[src/rtl/fp32_pkg.sv]
// Shared FP32 constants, rounding-mode codes, divider FSM encoding and operand classifiers.
// The Multiplier imports the same package.
package fp32_pkg;

  localparam int          EXP_BIAS = 127;
  localparam logic [7:0]  EXP_MAX  = 8'hFF;
  localparam logic [31:0] QNAN     = 32'h7FC00000;

  localparam logic [1:0] RM_POS_INF = 2'b00;
  localparam logic [1:0] RM_NEG_INF = 2'b01;
  localparam logic [1:0] RM_NEAREST = 2'b10;
  localparam logic [1:0] RM_ZERO    = 2'b11;

  typedef enum logic [2:0] {
    ST_IDLE,
    ST_UNPACK,
    ST_DIVIDE,
    ST_ROUND,
    ST_DONE
  } div_state_t;

  function automatic logic is_nan(input logic [31:0] x);
    return (x[30:23] == EXP_MAX) && (x[22:0] != 23'd0);
  endfunction

  function automatic logic is_inf(input logic [31:0] x);
    return (x[30:23] == EXP_MAX) && (x[22:0] == 23'd0);
  endfunction

  // Denormals carry exponent 0 and are treated as zero.
  function automatic logic is_zero(input logic [31:0] x);
    return x[30:23] == 8'd0;
  endfunction

endpackage

[src/rtl/fp32_div_step.sv]
// One restoring division step: subtract the divisor from the partial remainder,
// keep the difference when non-negative, then shift for the next quotient bit.
module fp32_div_step (
  input  logic [24:0] rem_in,
  input  logic [23:0] divisor,
  output logic [24:0] rem_out,
  output logic        q_bit
);

  logic signed [25:0] diff;

  assign diff  = $signed({1'b0, rem_in}) - $signed({2'b00, divisor});
  assign q_bit = ~diff[25];
  // rem_in < 2*divisor, so both the difference and a failed trial fit in 24 bits before the shift.
  assign rem_out = q_bit ? {diff[23:0], 1'b0} : {rem_in[23:0], 1'b0};

endmodule

[src/rtl/fp32_divider.sv]
// Sequential FP32 divider, resultDiv = A / B, restoring radix-2 mantissa division
// with STEPS_PER_CYCLE quotient bits per clock and valid/ready on both sides.
module fp32_divider
  import fp32_pkg::*;
#(
  parameter int STEPS_PER_CYCLE = 1
) (
  input  logic        clk,
  input  logic        rst_n,
  input  logic        in_valid,
  output logic        in_ready,
  input  logic [31:0] A,
  input  logic [31:0] B,
  input  logic [1:0]  round_mode,
  output logic        out_valid,
  input  logic        out_ready,
  output logic [31:0] resultDiv,
  output logic        errorDiv,
  output logic        overflowDiv
);

  localparam int DIV_CYCLES = 26 / STEPS_PER_CYCLE;
  localparam logic signed [9:0] BIAS_S = 10'(EXP_BIAS);

  function automatic logic round_inc(input logic [1:0] rm, input logic sign,
                                     input logic lsb, input logic guard,
                                     input logic rnd, input logic sticky);
    logic inexact;
    inexact = guard | rnd | sticky;
    case (rm)
      RM_POS_INF: return !sign && inexact;
      RM_NEG_INF: return sign && inexact;
      RM_NEAREST: return guard && (rnd || sticky || lsb);
      RM_ZERO:    return 1'b0;
      default:    return 1'b0;
    endcase
  endfunction

  // Returns {overflow, packed result}; underflow flushes to signed zero.
  function automatic logic [32:0] saturate_pack(input logic sign,
                                                input logic signed [9:0] exp,
                                                input logic [22:0] frac);
    if (exp >= 10'sd255)
      return {1'b1, sign, EXP_MAX, 23'd0};
    else if (exp <= 10'sd0)
      return {1'b0, sign, 31'd0};
    else
      return {1'b0, sign, exp[7:0], frac};
  endfunction

  div_state_t         state;
  logic [31:0]        a_p0, b_p0;
  logic [1:0]         rm_p0;
  logic               sign_p0;
  logic [23:0]        m2_p1;
  logic [24:0]        rem_p1;
  logic [25:0]        quo_p1;
  logic signed [9:0]  exp_p1;
  logic [4:0]         cnt_p1;

  // Unpack stage: implicit leading one and biased exponent difference.
  logic [23:0]        m1_u, m2_u;
  logic signed [9:0]  exp_u;

  always_comb begin
    m1_u  = {1'b1, a_p0[22:0]};
    m2_u  = {1'b1, b_p0[22:0]};
    exp_u = $signed({2'b00, a_p0[30:23]}) - $signed({2'b00, b_p0[30:23]}) + BIAS_S;
  end

  // Divide stage: STEPS_PER_CYCLE restoring steps chained in series.
  logic [24:0]                rem_chain [0:STEPS_PER_CYCLE];
  logic [STEPS_PER_CYCLE-1:0] q_chain;

  assign rem_chain[0] = rem_p1;

  for (genvar g = 0; g < STEPS_PER_CYCLE; g++) begin : g_step
    fp32_div_step u_step (
      .rem_in  (rem_chain[g]),
      .divisor (m2_p1),
      .rem_out (rem_chain[g+1]),
      .q_bit   (q_chain[STEPS_PER_CYCLE-1-g])
    );
  end

  // Round stage: quo_p1 = 24 mantissa bits, guard, round; remainder gives sticky.
  logic               inc_p2;
  logic [24:0]        mant_sum_p2;
  logic [22:0]        frac_p2;
  logic signed [9:0]  exp_p2;
  logic [32:0]        packed_p2;

  always_comb begin
    inc_p2      = round_inc(rm_p0, sign_p0, quo_p1[2], quo_p1[1], quo_p1[0], |rem_p1);
    mant_sum_p2 = {1'b0, quo_p1[25:2]} + {24'd0, inc_p2};
    if (mant_sum_p2[24]) begin
      frac_p2 = mant_sum_p2[23:1];
      exp_p2  = exp_p1 + 10'sd1;
    end else begin
      frac_p2 = mant_sum_p2[22:0];
      exp_p2  = exp_p1;
    end
    packed_p2 = saturate_pack(sign_p0, exp_p2, frac_p2);
  end

  always_ff @(posedge clk or negedge rst_n) begin
    if (!rst_n) begin
      state       <= ST_IDLE;
      in_ready    <= 1'b1;
      out_valid   <= 1'b0;
      resultDiv   <= '0;
      errorDiv    <= 1'b0;
      overflowDiv <= 1'b0;
      a_p0        <= '0;
      b_p0        <= '0;
      rm_p0       <= '0;
      sign_p0     <= 1'b0;
      m2_p1       <= '0;
      rem_p1      <= '0;
      quo_p1      <= '0;
      exp_p1      <= '0;
      cnt_p1      <= '0;
    end else begin
      case (state)
        ST_IDLE: begin
          if (in_valid) begin
            a_p0     <= A;
            b_p0     <= B;
            rm_p0    <= round_mode;
            sign_p0  <= A[31] ^ B[31];
            in_ready <= 1'b0;
            state    <= ST_UNPACK;
          end
        end
        ST_UNPACK: begin
          state       <= ST_DONE;
          errorDiv    <= 1'b0;
          overflowDiv <= 1'b0;
          if (is_nan(a_p0)) begin
            resultDiv <= a_p0;
            errorDiv  <= 1'b1;
          end else if (is_nan(b_p0)) begin
            resultDiv <= b_p0;
            errorDiv  <= 1'b1;
          end else if ((is_zero(a_p0) && is_zero(b_p0)) || (is_inf(a_p0) && is_inf(b_p0))) begin
            resultDiv <= {sign_p0, QNAN[30:0]};
            errorDiv  <= 1'b1;
          end else if (is_inf(a_p0)) begin
            resultDiv <= {sign_p0, EXP_MAX, 23'd0};
          end else if (is_inf(b_p0)) begin
            resultDiv <= {sign_p0, 31'd0};
          end else if (is_zero(b_p0)) begin
            resultDiv <= {sign_p0, EXP_MAX, 23'd0};
            errorDiv  <= 1'b1;
          end else if (is_zero(a_p0)) begin
            resultDiv <= {sign_p0, 31'd0};
          end else begin
            state  <= ST_DIVIDE;
            m2_p1  <= m2_u;
            quo_p1 <= '0;
            cnt_p1 <= 5'(DIV_CYCLES - 1);
            // Pre-scaling the dividend keeps the quotient in [1,2) so its first bit is always 1.
            if (m1_u < m2_u) begin
              rem_p1 <= {m1_u, 1'b0};
              exp_p1 <= exp_u - 10'sd1;
            end else begin
              rem_p1 <= {1'b0, m1_u};
              exp_p1 <= exp_u;
            end
          end
        end
        ST_DIVIDE: begin
          rem_p1 <= rem_chain[STEPS_PER_CYCLE];
          quo_p1 <= {quo_p1[25-STEPS_PER_CYCLE:0], q_chain};
          if (cnt_p1 == 5'd0)
            state <= ST_ROUND;
          else
            cnt_p1 <= cnt_p1 - 5'd1;
        end
        ST_ROUND: begin
          resultDiv   <= packed_p2[31:0];
          overflowDiv <= packed_p2[32];
          errorDiv    <= 1'b0;
          out_valid   <= 1'b1;
          state       <= ST_DONE;
        end
        ST_DONE: begin
          // Special cases arrive here with out_valid low; it rises one cycle later.
          if (out_valid && out_ready) begin
            out_valid <= 1'b0;
            in_ready  <= 1'b1;
            state     <= ST_IDLE;
          end else begin
            out_valid <= 1'b1;
          end
        end
        default: state <= ST_IDLE;
      endcase
    end
  end

endmodule

[config.mk]
export PLATFORM = sky130hd
export DESIGN_NAME = fp32_divider
export DESIGN_NICKNAME = d
export VERILOG_FILES = /design/src/rtl/fp32_pkg.sv /design/src/rtl/fp32_div_step.sv /design/src/rtl/fp32_divider.sv
export SDC_FILE = /design/constraint.sdc
export NUM_CORES = 1
export LEC_CHECK = 0
export ABC_AREA = 1
export CAP_MARGIN = 20
export CORE_UTILIZATION = 60
export CTS_CLUSTER_SIZE = 28
export DETAILED_ROUTE_END_ITERATION = 16
export PLACE_DENSITY_LB_ADDON = 0.25
export SYNTH_ARGS = -nofsm -noshare
export SYNTH_HDL_FRONTEND = slang
export SYNTH_SLANG_ARGS = --single-unit
[constraint.sdc]
create_clock -name clk -period 4.2 [get_ports clk]
set_clock_uncertainty 0.15 [all_clocks]
set_input_delay 0.42 -clock clk [delete_from_list [all_inputs] [get_ports clk]]
set_output_delay 0.42 -clock clk [all_outputs]
set_load 0.01 [all_outputs]
## Word level (Yosys, flattened, before mapping)

Index checks and enable logic that the tools add are counted.

| word-level totals | value |
|---|---|
| register bits after elaboration | 196 |
| input port bits | 70 |
| word-level logic and storage cells | 157 |

| operators by class | value |
|---|---|
| equality and inequality tests | 21 |
| bitwise operators | 11 |
| magnitude comparators | 3 |
| $add $sub $neg | 7 |
| reductions and logical operators | 35 |
| mux-type cells | 65 |

Operators with widths:

| cell | count |
|---|---|
| 25-bit two-way mux | 9 |
| 32-bit two-way mux | 7 |
| 26-bit two-way mux | 7 |
| 32-bit case mux with 2 select lines | 1 |
| 26-bit case mux with 2 select lines | 1 |
| 25-bit case mux with 2 select lines | 1 |
| 23-bit zero test | 2 |
| 23-bit nonzero test | 2 |
| 5-bit two-way mux | 8 |
| 33-bit two-way mux | 1 |
| 31-bit two-way mux | 1 |
| 3-bit two-way mux | 10 |
| 25-bit by 24-bit subtractor with 26-bit output | 1 |
| 24-bit by 1-bit adder with 25-bit output | 1 |
| 25-bit OR reduction | 1 |
| 24-bit less-than comparator | 1 |
| 23-bit two-way mux | 1 |
| 2-bit inequality test (second input constant) | 11 |
| 10-bit two-way mux | 2 |
| 8-bit equality test (second input constant) | 2 |
| 8-bit zero test | 2 |
| 8-bit AND reduction | 2 |
| 3-bit case mux with 5 select lines | 1 |
| 10-bit by 2-bit adder with 10-bit output (second input constant) | 1 |
| 29 further kinds | 66 |

## Logic depth before layout (Yosys ltp)

Gate-level depths: netlist of run 1.

| depth | value |
|---|---|
| depth in word-level cells | 11 |
| depth in mapped cells | 20 |
| depth with buffers taken out | 20 |

## By module

Synthesis of run 1 repeated with hierarchy kept, for this count alone.

| second synthesis, totals | value |
|---|---|
| cells, all modules | 1987 |
| area total of the unflattened synthesis | 13810.7 um^2 |

By module, submodules not included:

| module | cells an instance | times used | area each (um^2) | seq. area each (um^2) |
|---|---|---|---|---|
| fp32_divider | 1522 | 1 | 11427.2 | 4906.0 |
| fp32_div_step | 465 | 1 | 2383.5 | 0.0 |

## Worst setup path before layout of run 1

Ideal clock, no wire load.

| timing | value |
|---|---|
| path type | flip-flop to flip-flop |
| from | register rem_p1[19] |
| to | register resultDiv[17] |
| setup time | 0.123 ns |
| buffers on the path | 2 |
| path slack | 1.184 ns |
| data arrival time | 2.744 ns |
| stages on the path, launching flop included | 19 |
| period minus slack after synthesis | 3.016 ns |
| required time | 3.927 ns |
| path through | dfrtp_1 -> nor4_1 -> nand3_1 -> nor4_1 -> o22ai_1 -> ha_1 -> ha_1 -> nand3_2 -> nor3_4 -> nand2_4 -> buf_6 -> nor2_2 -> nor2_1 -> nand4_1 -> nor2_2 -> nor2_4 -> buf_6 -> nand3_2 -> a21oi_2 |

| on the way | value |
|---|---|
| word-level cells in the longest chain between the ends | 11 |

Ends and longest elaborated chain:

| item | RTL line | RTL |
|---|---|---|
| start: declaration | fp32_divider.sv:56 | `logic [24:0] rem_p1;` |
| start signal: assignment | fp32_divider.sv:164 | `rem_p1 <= {m1_u, 1'b0};` |
| start signal: assignment | fp32_divider.sv:167 | `rem_p1 <= {1'b0, m1_u};` |
| start signal: assignment | fp32_divider.sv:173 | `rem_p1 <= rem_chain[STEPS_PER_CYCLE];` |
| 25-bit OR reduction * | fp32_divider.sv:94 | `inc_p2 = round_inc(rm_p0, sign_p0, quo_p1[2], quo_p1[1], quo_p1[0], \|rem_p1);` |
| 1-bit logical OR (2 in series) | fp32_divider.sv:33 | `RM_NEAREST: return guard && (rnd \|\| sticky \|\| lsb);` |
| 1-bit logical AND | fp32_divider.sv:33 |  |
| 1-bit case mux with 4 select lines * | fp32_divider.sv:30 | `case (rm)` |
| 24-bit by 1-bit adder with 25-bit output * | fp32_divider.sv:95 | `mant_sum_p2 = {1'b0, quo_p1[25:2]} + {24'd0, inc_p2};` |
| 10-bit two-way mux | fp32_divider.sv:96 | `if (mant_sum_p2[24]) begin` |
| 10-bit by 1-bit less-or-equal comparator with 1-bit output | fp32_divider.sv:45 | `else if (exp <= 10'sd0)` |
| 31-bit two-way mux | fp32_divider.sv:45 |  |
| 33-bit two-way mux * | fp32_divider.sv:43 | `if (exp >= 10'sd255)` |
| 32-bit case mux with 2 select lines * | fp32_divider.sv:124 | `case (state)` |
| end signal: assignment | fp32_divider.sv:140 | `resultDiv <= a_p0;` |
| end signal: assignment | fp32_divider.sv:143 | `resultDiv <= b_p0;` |
| end signal: assignment | fp32_divider.sv:146 | `resultDiv <= {sign_p0, QNAN[30:0]};` |
| end: declaration | fp32_divider.sv:17 | `output logic [31:0] resultDiv,` |

Every way passes the cells marked *; elsewhere a longest branch is shown, timed or not.
A chain may end at the register's enable or synchronous reset.

## Final worst setup path of run 1

| timing | value |
|---|---|
| from | register rem_p1[1] |
| to | register resultDiv[10] |

The elaborated chain is that of the path after synthesis.

==> results of run 1 <==
## layer usage
layer	up-vias	GRT usage [%]	wire length (microns)	part of all wire [%]
met1	6021	48.7	16500	42
met2	597	58.5	18200	47
met5	-	0	27	0.069
li1	6172	-	-	-
met3	94	8.26	3540	9.0
met4	4	10.3	912	2.3
## placed cells by master, fill, tap and decap left out, drive strengths merged, types with 2 or more instances in the layout
master | netlist | layout
clkinvlp | 0 | 2
a21o | 2 | 2
nor2 | 168 | 168
inv | 224 | 230
nor3 | 20 | 20
nand4 | 33 | 33
o211ai | 3 | 3
clkdlybuf4s50 | 0 | 104
o21a | 2 | 2
dfrtp | 195 | 195
nand2 | 525 | 525
xor2 | 26 | 26
o21bai | 3 | 3
nor4 | 11 | 11
xnor2 | 11 | 11
o22ai | 25 | 25
fa | 2 | 2
clkbuf | 50 | 19
o21ai | 153 | 153
nand3 | 154 | 154
nand3b | 10 | 10
a21oi | 88 | 88
a31oi | 33 | 33
ha | 61 | 61
or2 | 10 | 10
buf | 17 | 21
clkinv | 5 | 11
## per-stage QoR
stage / cell area (sq um) / setup slack, ns / std cells
after floorplan: 13100 / 1.18 / 1841
after global placement: 14300 / 0.473 / 2175
after detailed placement: 14300 / 0.310 / 2175
after CTS: 15000 / 0.289 / 2208
after global routing: 15000 / 0.0186 / 2208
final: 15000 / 0.228 / 2208
## sequential cells by signal (all words and copies together) (netlist names), 2 cells and up
signal,cells
rem_p1,25
a_p0,32
rm_p0,2
b_p0,32
m2_p1,24
cnt_p1,5
quo_p1,26
exp_p1,10
resultDiv,32
state,3
## layout make-up
cell class                      instances  area, sq um
Clock buffer                           18          439
Clock inverter                         14          160
Fill cell                            1787         6200
Inverter                              229          860
Multi-Input combinational cell       1349         7000
Sequential cell                       196         4910
Tap cell                              275          344
Timing Repair Buffer                  127         1250
## tightest hold or removal path: cells and delay by family (launching register included)
family | cells | cell delay (ns)
buffers and inverters | 1 | 0.05
and+or+nand+nor | 1 | 0.06
DFF | 1 | 0.33
## timing repair
| item | in CTS | in global routing |
|---|---|---|
| endpoints found under the hold margin | 13 | 0 |
| buffers inserted | 0 | 0 |
| hold buffers | 1 | 0 |
| setup endpoints to repair | 0 | 0 |
## path summary, 6_finish.rpt
check	start	to	slack (ns)	depth (start not counted)
max in group asynchronous	rst_n	b_p0[14]	2.44	3
min in group asynchronous	rst_n	rem_p1[22]	0.48	2
max reg2reg	rem_p1[1]	resultDiv[10]	0.23	18
min	m2_p1[23]	m2_p1[23]	0.32	2
max	rem_p1[1]	resultDiv[10]	0.23	18
min reg2reg	m2_p1[23]	m2_p1[23]	0.32	2
## power groups by stage
stage          registers [mW]  clock network, mW  logic [mW]
2_1_floorplan            3.25                  0        5.72
3_3_place_gp             3.34                  0        7.78
3_5_place_dp             3.37                  0        7.97
4_1_cts                  3.34               1.69        8.06
5_1_grt                  3.45               1.76        9.15
6_report                 3.35               1.69        8.17
## cell families (layout without fill, tap and decap cells)
family | Yosys count | count (layout) | synth area share, %
fa+ha+maj | 63 | 63 | 6.15
flops | 196 | 196 | 37.6
simple gates | 934 | 934 | 31.3
buf+inv | 296 | 388 | 8.87
xor+xnor | 37 | 37 | 2.48
compound gates | 315 | 315 | 13.7
==> results_dict.tcl, run 1 <==
set metrics [dict create \
    status "finished clean" \
    grt_pass1_vias 12219 \
    dp_hpwl_microns 29200 \
    worst_setup_path_end_kind "register" \
    syn_area_sq_mm 0.0131 \
    critPathTopFamily "simple AND/OR/NAND/NOR gates" \
    core-area_sq_mm 0.0212 \
    drive_above_1_share_pct 6.47 \
    die_h_microns 150 \
    max_freq_mhz 252 \
    slew_headroom_pct 38.6 \
    antenna_found_initial 2 \
    crit_path_max_fanout 23 \
    wirelength_microns 39200 \
    p_seq_share_pct 25.4 \
    cts_max_path_buffers 2 \
    yosysUniqueCellTypes 48 \
    cts_root_buffer "clkbuf_16" \
    p_int_mw 6.40 \
    async_reset_ff_share_pct 100 \
    crit_slowest_cell "nor4_1" \
    syn_area_per_cell_sq_um 7.09 \
    initial_core_util_pct 61.7 \
    p_total_mw 13.2 \
    startpoint_type "register" \
    whs_ns 0.320 \
    synthTopCellsByArea "dfrtp_1 (37%), nand2_1 (15%), inv_1 (6.4%)" \
    finalCriticalPeriod_ns 3.97 \
    cts_max_level 4 \
    rsz0062_at_grt "false" \
    switching_share_pct 51.6 \
    clock_latency_ns 0.46 \
    layout.nets 2053 \
    rows 53 \
    syn_inst 1841 \
    viasPerCell 5.84 \
    worstPathRequired_ns 4.42 \
    port_buffers 105 \
    synth_top_area_share_pct 37.4 \
    drv_slew 0 \
    ys_top_cells_by_count "nand2_1 (518), inv_1 (222), dfrtp_1 (195)" \
    vias 12888 \
    pwr-share-clk_pct 12.8 \
    final_util_pct 70.7 \
    clk_pin_slew_ns 0.09 \
    post-route-drc-count 0 \
    die_w_microns 150 \
    finalHoldViolCount 0 \
    min_path_type "register to register" \
    grt_max_degree 127 \
    ys_warn_count 0 \
    place_congestion 0.928 \
    synth_edf_count 0 \
    worst_path_largest_cell_delay_ns 0.46 \
    wire_per_inst_microns 17.8 \
    period_share_pct 94.6 \
    dr.first_iter.drc_count 1434 \
    crit_buf_inv 2 \
    synth.most_common_cell "nand2_1" \
    cts_sinks 196 \
    synth_fp_nets 1974 \
    grt_pass1_wl_microns 62600 \
    grt_usage_pct 36.3 \
    cts_tree "done" \
    setup_viol 0 \
    synthToLayoutAreaGrowth_pct 14.6 \
    postCtsResizedCells 0 \
    criticalPathCategory "register to register" \
    tns_ns 0 \
    synth_top_area_cell "dfrtp_1" \
    combPwrFrac_pct 61.9 \
    yosysSeqAreaShare_pct 37.6 \
    drtAntennaViolNets 0 \
    p_per_area_mw_per_mm2 883 \
    dieArea_sq_mm 0.0224 \
    tightest_slew_ns 0.920 \
    io_pins 106 \
    irDropWorstVdd_mv 0.545 \
    grt-ovfl-total 0 \
    maxCapViolations 0 \
    cts_buffers 17 \
    ys_ff_latch 196 \
    switchingPower_mw 6.81 \
    synth_flop_cell "dfrtp_1" \
    arrival_ns 4.19 \
    crit_chain "nor4_1 > nand4_1 > nor4_1 > o22ai_1 > ha_1 > ha_1 > nand3_2 > nor3_4 > nand2_4 > inv_2 > nand2_1 > nand2_1 > nand3_1 > nor2_2 > nor2_4 > buf_4 > nand3_1 > a21oi_1" \
    drt_pass1_iterations 9 \
    diodes 0 \
    p_leak_nw 7.13 \
]
Power figures use the tool's default switching activity.
==> inputs of run 2 (changes only) <==
--- a/config.mk
+++ b/config.mk
@@ -11,6 +11,7 @@
 export CTS_CLUSTER_SIZE = 28
 export DETAILED_ROUTE_END_ITERATION = 16
 export PLACE_DENSITY_LB_ADDON = 0.25
+export SLEW_MARGIN = 20
 export SYNTH_ARGS = -nofsm -noshare
 export SYNTH_HDL_FRONTEND = slang
 export SYNTH_SLANG_ARGS = --single-unit
==> results of run 2 <==
The final DEF is identical to that of run 1; final timing and power are the same.
==> inputs of run 3 (changes only) <==
--- a/config.mk
+++ b/config.mk
@@ -7,7 +7,9 @@
 export LEC_CHECK = 0
 export ABC_AREA = 1
 export CAP_MARGIN = 20
-export CORE_UTILIZATION = 60
+export CELL_PAD_IN_SITES_DETAIL_PLACEMENT = 1
+export CELL_PAD_IN_SITES_GLOBAL_PLACEMENT = 1
+export CORE_UTILIZATION = 43
 export CTS_CLUSTER_SIZE = 28
 export DETAILED_ROUTE_END_ITERATION = 16
 export PLACE_DENSITY_LB_ADDON = 0.25
==> run 3 against run 2 <==
Net effect: first-iteration DRC count down 40%; final cell count up 5.3%; via count down 0.26%; setup slack better by 0.086 ns; clock-buffer cell count up 5; critical path type unchanged; critical endpoint is now resultDiv[11].
==> results_dict.tcl, run 3 (synthesis gave the netlist of run 1 again) <==
set metrics [dict create \
    p_total_mw 13.5 \
    multiInputGateArea_sq_mm 0.00700 \
    grt_max_degree 127 \
    layout.nets 2056 \
    tns_ns 0 \
    stdcell_area_sq_mm 0.0151 \
    crit_buf_inv 1 \
    regArea_sq_mm 0.00491 \
    min_path_type "register to register" \
    criticalPathCategory "register to register" \
    final_util_pct 50.7 \
    critPathTopFamily "simple AND/OR/NAND/NOR gates" \
    core-area_sq_mm 0.0297 \
    crit_slowest_cell "nor4_1" \
    synthToLayoutAreaGrowth_pct 15.5 \
    p_per_area_mw_per_mm2 893 \
    maxCapViolations 0 \
    vias 12854 \
    startpoint_type "register" \
    finalCriticalPeriod_ns 3.89 \
    status "finished clean" \
    finalHoldViolCount 0 \
    grt_usage_pct 30.1 \
    port_buffers 105 \
    dr.first_iter.drc_count 859 \
    post-route-drc-count 0 \
    cts_sinks 196 \
    cts_root_buffer "clkbuf_16" \
    viasPerCell 5.53 \
    arrival_ns 4.13 \
    preCtsSetupSlack_ns 0.368 \
    max_freq_mhz 257 \
    slew_headroom_pct 32.2 \
    drv_slew 0 \
    cts_buffers 17 \
    worstPathRequired_ns 4.44 \
    diodes 0 \
    grt_pass1_wl_microns 72700 \
    tightest_slew_ns 1.02 \
    placed_cell_area_sq_mm 0.0145 \
    setup_viol 0 \
    whs_ns 0.310 \
    rsz0062_at_grt "false" \
    stdcell_count 2326 \
    reg_top3 "a_p0 (32), b_p0 (32), resultDiv (32)" \
    initial_core_util_pct 43.9 \
    drtAntennaViolNets 0 \
    clk_pin_slew_ns 0.08 \
    rows 63 \
    wirelength_microns 44700 \
    post_cts_buffers 0 \
    die_w_microns 176 \
    final_common_cell "nand2_1" \
    drive_above_1_share_pct 6.51 \
    die_h_microns 176 \
    wire_per_inst_microns 19.2 \
    grt-ovfl-total 0 \
    worst_setup_path_end_kind "register" \
    cts_max_path_buffers 2 \
    antenna_found_initial 0 \
    dp_hpwl_microns 34300 \
    crit_chain "nor4_1 > nand3_1 > nor4_1 > o22ai_1 > ha_1 > ha_1 > nand3_2 > nor3_4 > nand2_4 > nand2_1 > nand2_1 > inv_1 > nand2_1 > nor2_1 > nand2_1 > nand2_2 > nand2_4 > nand3_1 > a21oi_1" \
    drt_pass1_iterations 5 \
    p_leak_nw 7.13 \
    period_share_pct 92.5 \
    crit_path_max_fanout 25 \
    grt_pass1_vias 13594 \
    irDropWorstVdd_mv 0.471 \
    worst_path_largest_cell_delay_ns 0.43 \
    num-fill-cells 3835 \
    worst_slack_ns 0.314 \
    cts_tree "done" \
    place_congestion 0.911 \
    clock_latency_ns 0.46 \
    layout_common_cells "nand2_1 (517), inv_1 (222), dfrtp_1 (195), nor2_1 (159), o21ai_0 (147)" \
    dieArea_sq_mm 0.0311 \
    place_inst 2293 \
    io_pins 106 \
    path_common_cell "nand2_1" \
    cts_max_level 4 \
]
run 3: what timing repair did:
action | CTS | global route
gates resized for setup | 0 | 1
endpoints found under the hold margin | 25 | 0
setup endpoints to repair | 0 | 4
hold buffers | 1 | 0
run 3: power by group:
| group | switching [mW] | internal, mW |
|---|---|---|
| clock network | 0.792 | 0.813 |
| registers | 0.683 | 2.71 |
| logic | 5.56 | 2.91 |
run 3: final timing paths:
path                            start             to  slack, ns  cells after the start
setup / recovery           rem_p1[19]  resultDiv[11]       0.31                     19
hold / removal              m2_p1[23]      m2_p1[23]       0.31                      2
setup reg to reg           rem_p1[19]  resultDiv[11]       0.31                     19
hold reg to reg             m2_p1[23]      m2_p1[23]       0.31                      2
max in group asynchronous       rst_n       in_ready       2.34                      3
min in group asynchronous       rst_n  resultDiv[19]       0.53                      2
run 3: worst register-to-register path: stages (launching register included):
cell and delay [ns]:
dfrtp_1 0.42, nor4_1 0.43, nand3_1 0.26, nor4_1 0.33
o22ai_1 0.15, ha_1 0.22, ha_1 0.22, nand3_2 0.14
nor3_4 0.10, nand2_4 0.27, nand2_1 0.09, nand2_1 0.12
inv_1 0.07, nand2_1 0.07, nor2_1 0.04, nand2_1 0.06
nand2_2 0.07, nand2_4 0.33, nand3_1 0.15, a21oi_1 0.15
run 3: layout make-up:
cell class / count / area share [%]
clock buffers: 23 / 3.17
clock inverters: 9 / 0.465
inverters: 229 / 5.70
multi-input cells: 1349 / 46.5
flip-flops and latches: 196 / 32.5
well taps: 390 / 3.24
repair buffers: 130 / 8.42
run 3: metal layers:
metal / track usage [%] / up-vias / wire length (microns)
met5: 0 / - / 0
met4: 9.35 / 0 / 1060
li1: - / 6158 / -
met1: 40.2 / 6324 / 20200
met2: 50.0 / 311 / 21300
met3: 4.82 / 61 / 2160
